## src/rtl/mem_port_arbiter_pkg.sv

```systemverilog
// rtl/mem_port_arbiter_pkg.sv - shared types and defaults for the unified memory port arbiter
package mem_arb_pkg;

  typedef enum logic [1:0] {
    IDLE  = 2'd0,
    ISSUE = 2'd1,
    WAIT  = 2'd2
  } arb_state_t;

  typedef enum logic {
    SRC_IF = 1'b0,
    SRC_D  = 1'b1
  } arb_src_t;

  localparam int DEF_ADDR_W = 32;
  localparam int DEF_DATA_W = 32;

endpackage

```

## src/rtl/mem_port_arbiter_if.sv

```systemverilog
// rtl/mem_port_arbiter_if.sv - requester and memory-side bundle of the arbiter
interface mem_port_arbiter_if import mem_arb_pkg::*; #(
  parameter int ADDR_W = DEF_ADDR_W,
  parameter int DATA_W = DEF_DATA_W
) ();

  logic              if_req;
  logic [ADDR_W-1:0] if_addr;
  logic              if_gnt;
  logic              if_rvalid;
  logic [DATA_W-1:0] if_rdata;

  logic              d_req;
  logic              d_we;
  logic [ADDR_W-1:0] d_addr;
  logic [DATA_W-1:0] d_wdata;
  logic              d_gnt;
  logic              d_rvalid;
  logic [DATA_W-1:0] d_rdata;

  logic              mem_en;
  logic              mem_we;
  logic [ADDR_W-1:0] mem_addr;
  logic [DATA_W-1:0] mem_wdata;
  logic [DATA_W-1:0] mem_rdata;

  logic              busy;

  // Arbiter side: takes requests and read data, drives grants, responses and the memory bus
  modport slave (
    input  if_req, if_addr, d_req, d_we, d_addr, d_wdata, mem_rdata,
    output if_gnt, if_rvalid, if_rdata, d_gnt, d_rvalid, d_rdata,
    output mem_en, mem_we, mem_addr, mem_wdata, busy
  );

  // Core and memory side: the mirror image of the arbiter
  modport master (
    output if_req, if_addr, d_req, d_we, d_addr, d_wdata, mem_rdata,
    input  if_gnt, if_rvalid, if_rdata, d_gnt, d_rvalid, d_rdata,
    input  mem_en, mem_we, mem_addr, mem_wdata, busy
  );

endinterface

```

## src/rtl/mem_port_arbiter_prio.sv

```systemverilog
// rtl/mem_port_arbiter_prio.sv - data-first winner select with fetch starvation guard
module arb_prio import mem_arb_pkg::*; #(
  parameter int STARVE_MAX = 4
) (
  input  logic     clk,
  input  logic     rst,
  input  logic     if_req,
  input  logic     d_req,
  input  logic     pick,
  output arb_src_t winner
);

  localparam int SW = $clog2(STARVE_MAX + 1);

  logic [SW-1:0] starve_cnt;
  logic          starved;

  assign starved = (starve_cnt == SW'(STARVE_MAX));

  // Data wins ties unless fetch has already lost STARVE_MAX times in a row
  always_comb begin
    winner = SRC_D;
    if (if_req && (!d_req || starved)) begin
      winner = SRC_IF;
    end
  end

  // Count data wins taken over a waiting fetch; only a real pick in IDLE moves it
  always_ff @(posedge clk) begin
    if (rst) begin
      starve_cnt <= '0;
    end else if (pick && (if_req || d_req)) begin
      if (winner == SRC_IF) begin
        starve_cnt <= '0;
      end else if (if_req && !starved) begin
        starve_cnt <= starve_cnt + SW'(1);
      end
    end
  end

endmodule

```

## src/rtl/mem_port_arbiter.sv

```systemverilog
// rtl/mem_port_arbiter.sv - shares one single-port memory between fetch and load/store
module mem_port_arbiter import mem_arb_pkg::*; #(
  parameter int ADDR_W     = DEF_ADDR_W,
  parameter int DATA_W     = DEF_DATA_W,
  parameter int MEM_LAT    = 1,
  parameter int STARVE_MAX = 4
) (
  input logic                 clk,
  input logic                 rst,
  mem_port_arbiter_if.slave   bus
);

  localparam int LW = 3;

  arb_state_t    state;
  arb_src_t      winner;
  arb_src_t      pick_src;
  logic [LW-1:0] lat_cnt;

  arb_prio #(.STARVE_MAX(STARVE_MAX)) u_prio (
    .clk    (clk),
    .rst    (rst),
    .if_req (bus.if_req),
    .d_req  (bus.d_req),
    .pick   (state == IDLE),
    .winner (pick_src)
  );

  // Access sequencer: every output is registered and set on the transition into its state
  always_ff @(posedge clk) begin
    if (rst) begin
      state         <= IDLE;
      winner        <= SRC_IF;
      lat_cnt       <= '0;
      bus.if_gnt    <= 1'b0;
      bus.if_rvalid <= 1'b0;
      bus.if_rdata  <= {DATA_W{1'b0}};
      bus.d_gnt     <= 1'b0;
      bus.d_rvalid  <= 1'b0;
      bus.d_rdata   <= {DATA_W{1'b0}};
      bus.mem_en    <= 1'b0;
      bus.mem_we    <= 1'b0;
      bus.mem_addr  <= {ADDR_W{1'b0}};
      bus.mem_wdata <= {DATA_W{1'b0}};
      bus.busy      <= 1'b0;
    end else begin
      bus.if_gnt    <= 1'b0;
      bus.d_gnt     <= 1'b0;
      bus.if_rvalid <= 1'b0;
      bus.d_rvalid  <= 1'b0;
      bus.mem_en    <= 1'b0;
      case (state)
        IDLE: begin
          if (bus.if_req || bus.d_req) begin
            state      <= ISSUE;
            winner     <= pick_src;
            bus.busy   <= 1'b1;
            bus.mem_en <= 1'b1;
            if (pick_src == SRC_IF) begin
              bus.if_gnt    <= 1'b1;
              bus.mem_we    <= 1'b0;
              bus.mem_addr  <= bus.if_addr;
              bus.mem_wdata <= {DATA_W{1'b0}};
            end else begin
              bus.d_gnt     <= 1'b1;
              bus.mem_we    <= bus.d_we;
              bus.mem_addr  <= bus.d_addr;
              bus.mem_wdata <= bus.d_wdata;
            end
          end
        end
        ISSUE: begin
          // mem_we still holds the winner's direction here; a store needs no response
          bus.mem_we <= 1'b0;
          if (bus.mem_we) begin
            state    <= IDLE;
            bus.busy <= 1'b0;
          end else begin
            state   <= WAIT;
            lat_cnt <= LW'(MEM_LAT - 1);
          end
        end
        WAIT: begin
          if (lat_cnt != '0) begin
            lat_cnt <= lat_cnt - LW'(1);
          end else begin
            state    <= IDLE;
            bus.busy <= 1'b0;
            if (winner == SRC_IF) begin
              bus.if_rdata  <= bus.mem_rdata;
              bus.if_rvalid <= 1'b1;
            end else begin
              bus.d_rdata  <= bus.mem_rdata;
              bus.d_rvalid <= 1'b1;
            end
          end
        end
        default: begin
          state    <= IDLE;
          bus.busy <= 1'b0;
        end
      endcase
    end
  end

endmodule

```

## src/flat_wrapper.sv

```systemverilog
// flat-port wrapper written by rule: the top's interface ports become plain ports
module mem_port_arbiter_flat import mem_arb_pkg::*;
#(
  parameter int ADDR_W     = DEF_ADDR_W,
  parameter int DATA_W     = DEF_DATA_W,
  parameter int MEM_LAT    = 1,
  parameter int STARVE_MAX = 4
)
  (clk, rst, bus_if_req, bus_if_addr, bus_d_req, bus_d_we, bus_d_addr, bus_d_wdata, bus_mem_rdata, bus_if_gnt, bus_if_rvalid, bus_if_rdata, bus_d_gnt, bus_d_rvalid, bus_d_rdata, bus_mem_en, bus_mem_we, bus_mem_addr, bus_mem_wdata, bus_busy);
  mem_port_arbiter_if #(.ADDR_W(ADDR_W), .DATA_W(DATA_W)) bus_i ();
  input logic clk;
  input logic rst;
  input wire logic [$bits(bus_i.if_req)-1:0] bus_if_req;
  input wire logic [$bits(bus_i.if_addr)-1:0] bus_if_addr;
  input wire logic [$bits(bus_i.d_req)-1:0] bus_d_req;
  input wire logic [$bits(bus_i.d_we)-1:0] bus_d_we;
  input wire logic [$bits(bus_i.d_addr)-1:0] bus_d_addr;
  input wire logic [$bits(bus_i.d_wdata)-1:0] bus_d_wdata;
  input wire logic [$bits(bus_i.mem_rdata)-1:0] bus_mem_rdata;
  output wire logic [$bits(bus_i.if_gnt)-1:0] bus_if_gnt;
  output wire logic [$bits(bus_i.if_rvalid)-1:0] bus_if_rvalid;
  output wire logic [$bits(bus_i.if_rdata)-1:0] bus_if_rdata;
  output wire logic [$bits(bus_i.d_gnt)-1:0] bus_d_gnt;
  output wire logic [$bits(bus_i.d_rvalid)-1:0] bus_d_rvalid;
  output wire logic [$bits(bus_i.d_rdata)-1:0] bus_d_rdata;
  output wire logic [$bits(bus_i.mem_en)-1:0] bus_mem_en;
  output wire logic [$bits(bus_i.mem_we)-1:0] bus_mem_we;
  output wire logic [$bits(bus_i.mem_addr)-1:0] bus_mem_addr;
  output wire logic [$bits(bus_i.mem_wdata)-1:0] bus_mem_wdata;
  output wire logic [$bits(bus_i.busy)-1:0] bus_busy;
  assign bus_i.if_req = bus_if_req;
  assign bus_i.if_addr = bus_if_addr;
  assign bus_i.d_req = bus_d_req;
  assign bus_i.d_we = bus_d_we;
  assign bus_i.d_addr = bus_d_addr;
  assign bus_i.d_wdata = bus_d_wdata;
  assign bus_i.mem_rdata = bus_mem_rdata;
  assign bus_if_gnt = bus_i.if_gnt;
  assign bus_if_rvalid = bus_i.if_rvalid;
  assign bus_if_rdata = bus_i.if_rdata;
  assign bus_d_gnt = bus_i.d_gnt;
  assign bus_d_rvalid = bus_i.d_rvalid;
  assign bus_d_rdata = bus_i.d_rdata;
  assign bus_mem_en = bus_i.mem_en;
  assign bus_mem_we = bus_i.mem_we;
  assign bus_mem_addr = bus_i.mem_addr;
  assign bus_mem_wdata = bus_i.mem_wdata;
  assign bus_busy = bus_i.busy;
  mem_port_arbiter #(.ADDR_W(ADDR_W), .DATA_W(DATA_W), .MEM_LAT(MEM_LAT), .STARVE_MAX(STARVE_MAX)) u_core (.clk(clk), .rst(rst), .bus(bus_i));
endmodule
```

## config.mk

```make
export PLATFORM = sky130hd
export DESIGN_NAME = mem_port_arbiter_flat
export DESIGN_NICKNAME = d
export VERILOG_FILES = /design/src/rtl/mem_port_arbiter_pkg.sv /design/src/rtl/mem_port_arbiter_if.sv /design/src/rtl/mem_port_arbiter_prio.sv /design/src/rtl/mem_port_arbiter.sv /design/src/flat_wrapper.sv
export SDC_FILE = /design/constraint.sdc
export NUM_CORES = 1
export LEC_CHECK = 0
export BUFFER_PORTS_ARGS = -buffer_cell sky130_fd_sc_hd__buf_2
export CORE_MARGIN = 2
export CORE_UTILIZATION = 46
export DETAILED_ROUTE_END_ITERATION = 6
export PLACE_DENSITY_LB_ADDON = 0.15
export RECOVER_POWER = 50
export SLEW_MARGIN = 20
export SYNTH_ARGS = -nofsm -noshare
export SYNTH_HDL_FRONTEND = slang
export SYNTH_SLANG_ARGS = --single-unit
```

## constraint.sdc

```tcl
create_clock -name clk -period 2.2 [get_ports clk]
set_clock_uncertainty 0.05 [all_clocks]
set_input_delay 0.11 -clock clk [delete_from_list [all_inputs] [get_ports clk]]
set_output_delay 0.11 -clock clk [all_outputs]
set_load 0.01 [all_outputs]
```

==> impl_metrics.env <==
export IMPL_status="completed"
export IMPL_drive_above_1_share=0.167
export IMPL_grt_max_degree=72
export IMPL_postSynthNetCount=827
export IMPL_synth_flop_cell="dfxtp_1"
export IMPL_fmax_ghz=0.517
export IMPL_synth_cells=686
export IMPL_finalSetupTns_ns=0
export IMPL_initial_utilization=0.475
export IMPL_leakagePower_nw=3.45
export IMPL_maxSlewViolCount=0
export IMPL_io_pins=268
export IMPL_port_buffers=267
export IMPL_syn2layout_area_growth_pct=57.8
export IMPL_clkLatencyLatePin_ns=0.41
export IMPL_die_area_um2=12700
export IMPL_critPathCaptureType="register"
export IMPL_cts_setup_buffers=0
export IMPL_drt_iter0_markers=415
export IMPL_clk_pin_slew_ns=0.06
export IMPL_vdd_drop_max_v=0.000574
export IMPL_antenna_found_initial=0
export IMPL_ant_nets=0
export IMPL_drt_total_wl_um=18000
export IMPL_via_per_inst=5.14
export IMPL_synth_top_area_frac=0.530
export IMPL_cts_resized_gates=0
export IMPL_yosys_warnings=0
export IMPL_power_density_nw_per_um2=837
export IMPL_gr_usage_all_layers=0.275
export IMPL_cts_tree="yes"
export IMPL_period_minus_slack_ns=1.94
export IMPL_firstDrtPassIters=5
export IMPL_dieWidth_um=113
export IMPL_die_height_um=113
export IMPL_yosys_area_share_simple=0.221
export IMPL_vias=6217
export IMPL_synth_edff_count=0
export IMPL_finalHoldViolCount=0
export IMPL_totalPowerFinal_mw=7.19
export IMPL_rsz0062_at_grt="no"
export IMPL_yosysUniqueCellTypes=32
export IMPL_gp_congestion=0.849
export IMPL_rows=39
export IMPL_grt_pass1_wl_um=28300
export IMPL_synth_compound_area_frac=0.179
export IMPL_drcViolationCount=0
export IMPL_synth_xor_area_frac=0
export IMPL_max_cap_violations=0
export IMPL_synth_area_leaders="dfxtp_1 53%, nand2_1 14%, a21oi_1 12%"
export IMPL_ys_seq_elements=144
export IMPL_grt_overflow_total=0
export IMPL_critPathLaunchType="register"
export IMPL_setup_viol=0
export IMPL_synth_top_family_by_area="simple AND/OR/NAND/NOR gates"
export IMPL_holdBufCountCts=128
export IMPL_maxSlewHeadroom=0.356
export IMPL_crit_type="register to register"
export IMPL_synth_area_um2=5440
export IMPL_ys_seq_area_frac=0.530
export IMPL_muxShareOfSynthArea=0.00368
export IMPL_tightest_slew_ns=0.962
export IMPL_cts_htree_levels=4
export IMPL_routedWlPerCell_um=14.8
export IMPL_clockBufferDepth=2
export IMPL_cts_buffers=17
export IMPL_clock_sinks=144
export IMPL_n_antenna_cell=0
export IMPL_hold_path_class="input port to register"
export IMPL_coreArea_um2=11500
export IMPL_period_share=0.880
export IMPL_yosys_area_top_type="dfxtp_1"
export IMPL_syn_area_per_cell_um2=7.93
export IMPL_arrival_ns=2.19
export IMPL_required_ns=2.46
export IMPL_synthAdderAreaFrac=0.0184
export IMPL_root_buffer="clkbuf_16"
export IMPL_async_flop_share=0
export IMPL_grt_pass1_vias=6099
export IMPL_detailed_place_hpwl_um=10800
export IMPL_path_max_fanout=60
export IMPL_final_nets=1195
-- registers in the layout, summed over array words and instances (netlist names), 2 cells and up --
signal,flops
u_core.bus.mem_addr,32
u_core.lat_cnt,3
u_core.bus.mem_wdata,32
u_core.state,2
u_core.bus.if_rdata,32
u_core.u_prio.starve_cnt,3
u_core.bus.d_rdata,32
-- power by group --
group / switching (mW) / internal (mW) / total [mW]
Clock: 1.05 / 1.90 / 2.95
Sequential: 0.115 / 2.81 / 2.93
Combinational: 0.748 / 0.561 / 1.31
-- through the flow --
step	cells	area (µm²)	utilization	setup WS (ns)	hold WS (ns)
final	1210	8590	0.749	0.265	0.0336
after global routing	1210	8590	0.749	0.109	0.0473
after CTS	1210	8760	0.764	0.319	0.0258
after detailed placement	1050	6860	0.599	0.328	0.309
after global placement	1050	6860	0.599	0.448	0.305
after floorplan	686	5440	-	0.502	0.196
-- critical path: stages (launching register included) --
cell and delay, ns:
dfxtp_1 0.37, inv_1 0.06, ha_1 0.21, a21bo_1 0.20, nand2_1 0.26, buf_12 0.30, nand2_1 0.10, a211oi_1 0.25
-- layer usage --
layer	track usage	share of wire	vias up
met5	0	0	-
met4	0.169	0.050	0
met3	0.0653	0.067	78
met2	0.475	0.49	308
met1	0.305	0.39	2809
li1	-	-	3022
-- Yosys cell counts (5+ instances only) --
cell,count
nand2_1,201
dfxtp_1,144
a21oi_1,132
nor2_1,43
clkbuf_1,34
nand3_1,34
a211oi_1,33
buf_2,14
ha_1,8
inv_1,7
buf_1,5
nor3_1,5
-- cell type report --
type,instances,area (µm²)
fill,887,2880
timing repair buffer,404,2570
sequential,144,2880
clock buffer,23,488
clock inverter,9,130
multi-input combinational,480,2320
inverter,7,26.3
tap,143,179
-- placed cells by master (no fill, tap or decap), types with 2 or more instances in the layout --
| cell type | count |
|---|---|
| nand2_1 | 201 |
| dfxtp_1 | 144 |
| clkbuf_1 | 137 |
| a21oi_1 | 132 |
| buf_2 | 131 |
| dlygate4sd3_1 | 128 |
| nor2_1 | 42 |
| nand3_1 | 34 |
| a211oi_1 | 33 |
| clkbuf_16 | 17 |
| ha_1 | 8 |
| inv_1 | 7 |
| nor3_1 | 5 |
| buf_4 | 5 |
| clkinvlp_4 | 4 |
| clkbuf_8 | 4 |
| buf_12 | 4 |
| bufinv_16 | 3 |
| nor2b_1 | 2 |
| a2bb2oi_1 | 2 |
| mux2i_1 | 2 |
| or3_1 | 2 |
| nor3b_1 | 2 |
| o21ai_0 | 2 |
| clkinv_2 | 2 |
-- logic make-up after synthesis --
kind of cell    Yosys count
compound gates          174
fa+ha+maj                 8
buf+inv                  62
flops                   144
mux                       2
simple gates            296
-- path summary, 6_finish.rpt --
path              slack [ns]  cells after the start                         from                          end
setup / recovery        0.26                      7  u_core.u_prio.starve_cnt[0]      u_core.bus.mem_addr[15]
setup reg to reg        0.26                      7  u_core.u_prio.starve_cnt[0]      u_core.bus.mem_addr[15]
hold reg to reg         0.40                      2      u_core.bus.if_rdata[29]      u_core.bus.if_rdata[29]
hold / removal          0.03                      3                   bus_if_req  u_core.u_prio.starve_cnt[1]
No activity file was read; power rests on OpenSTA's default activity.
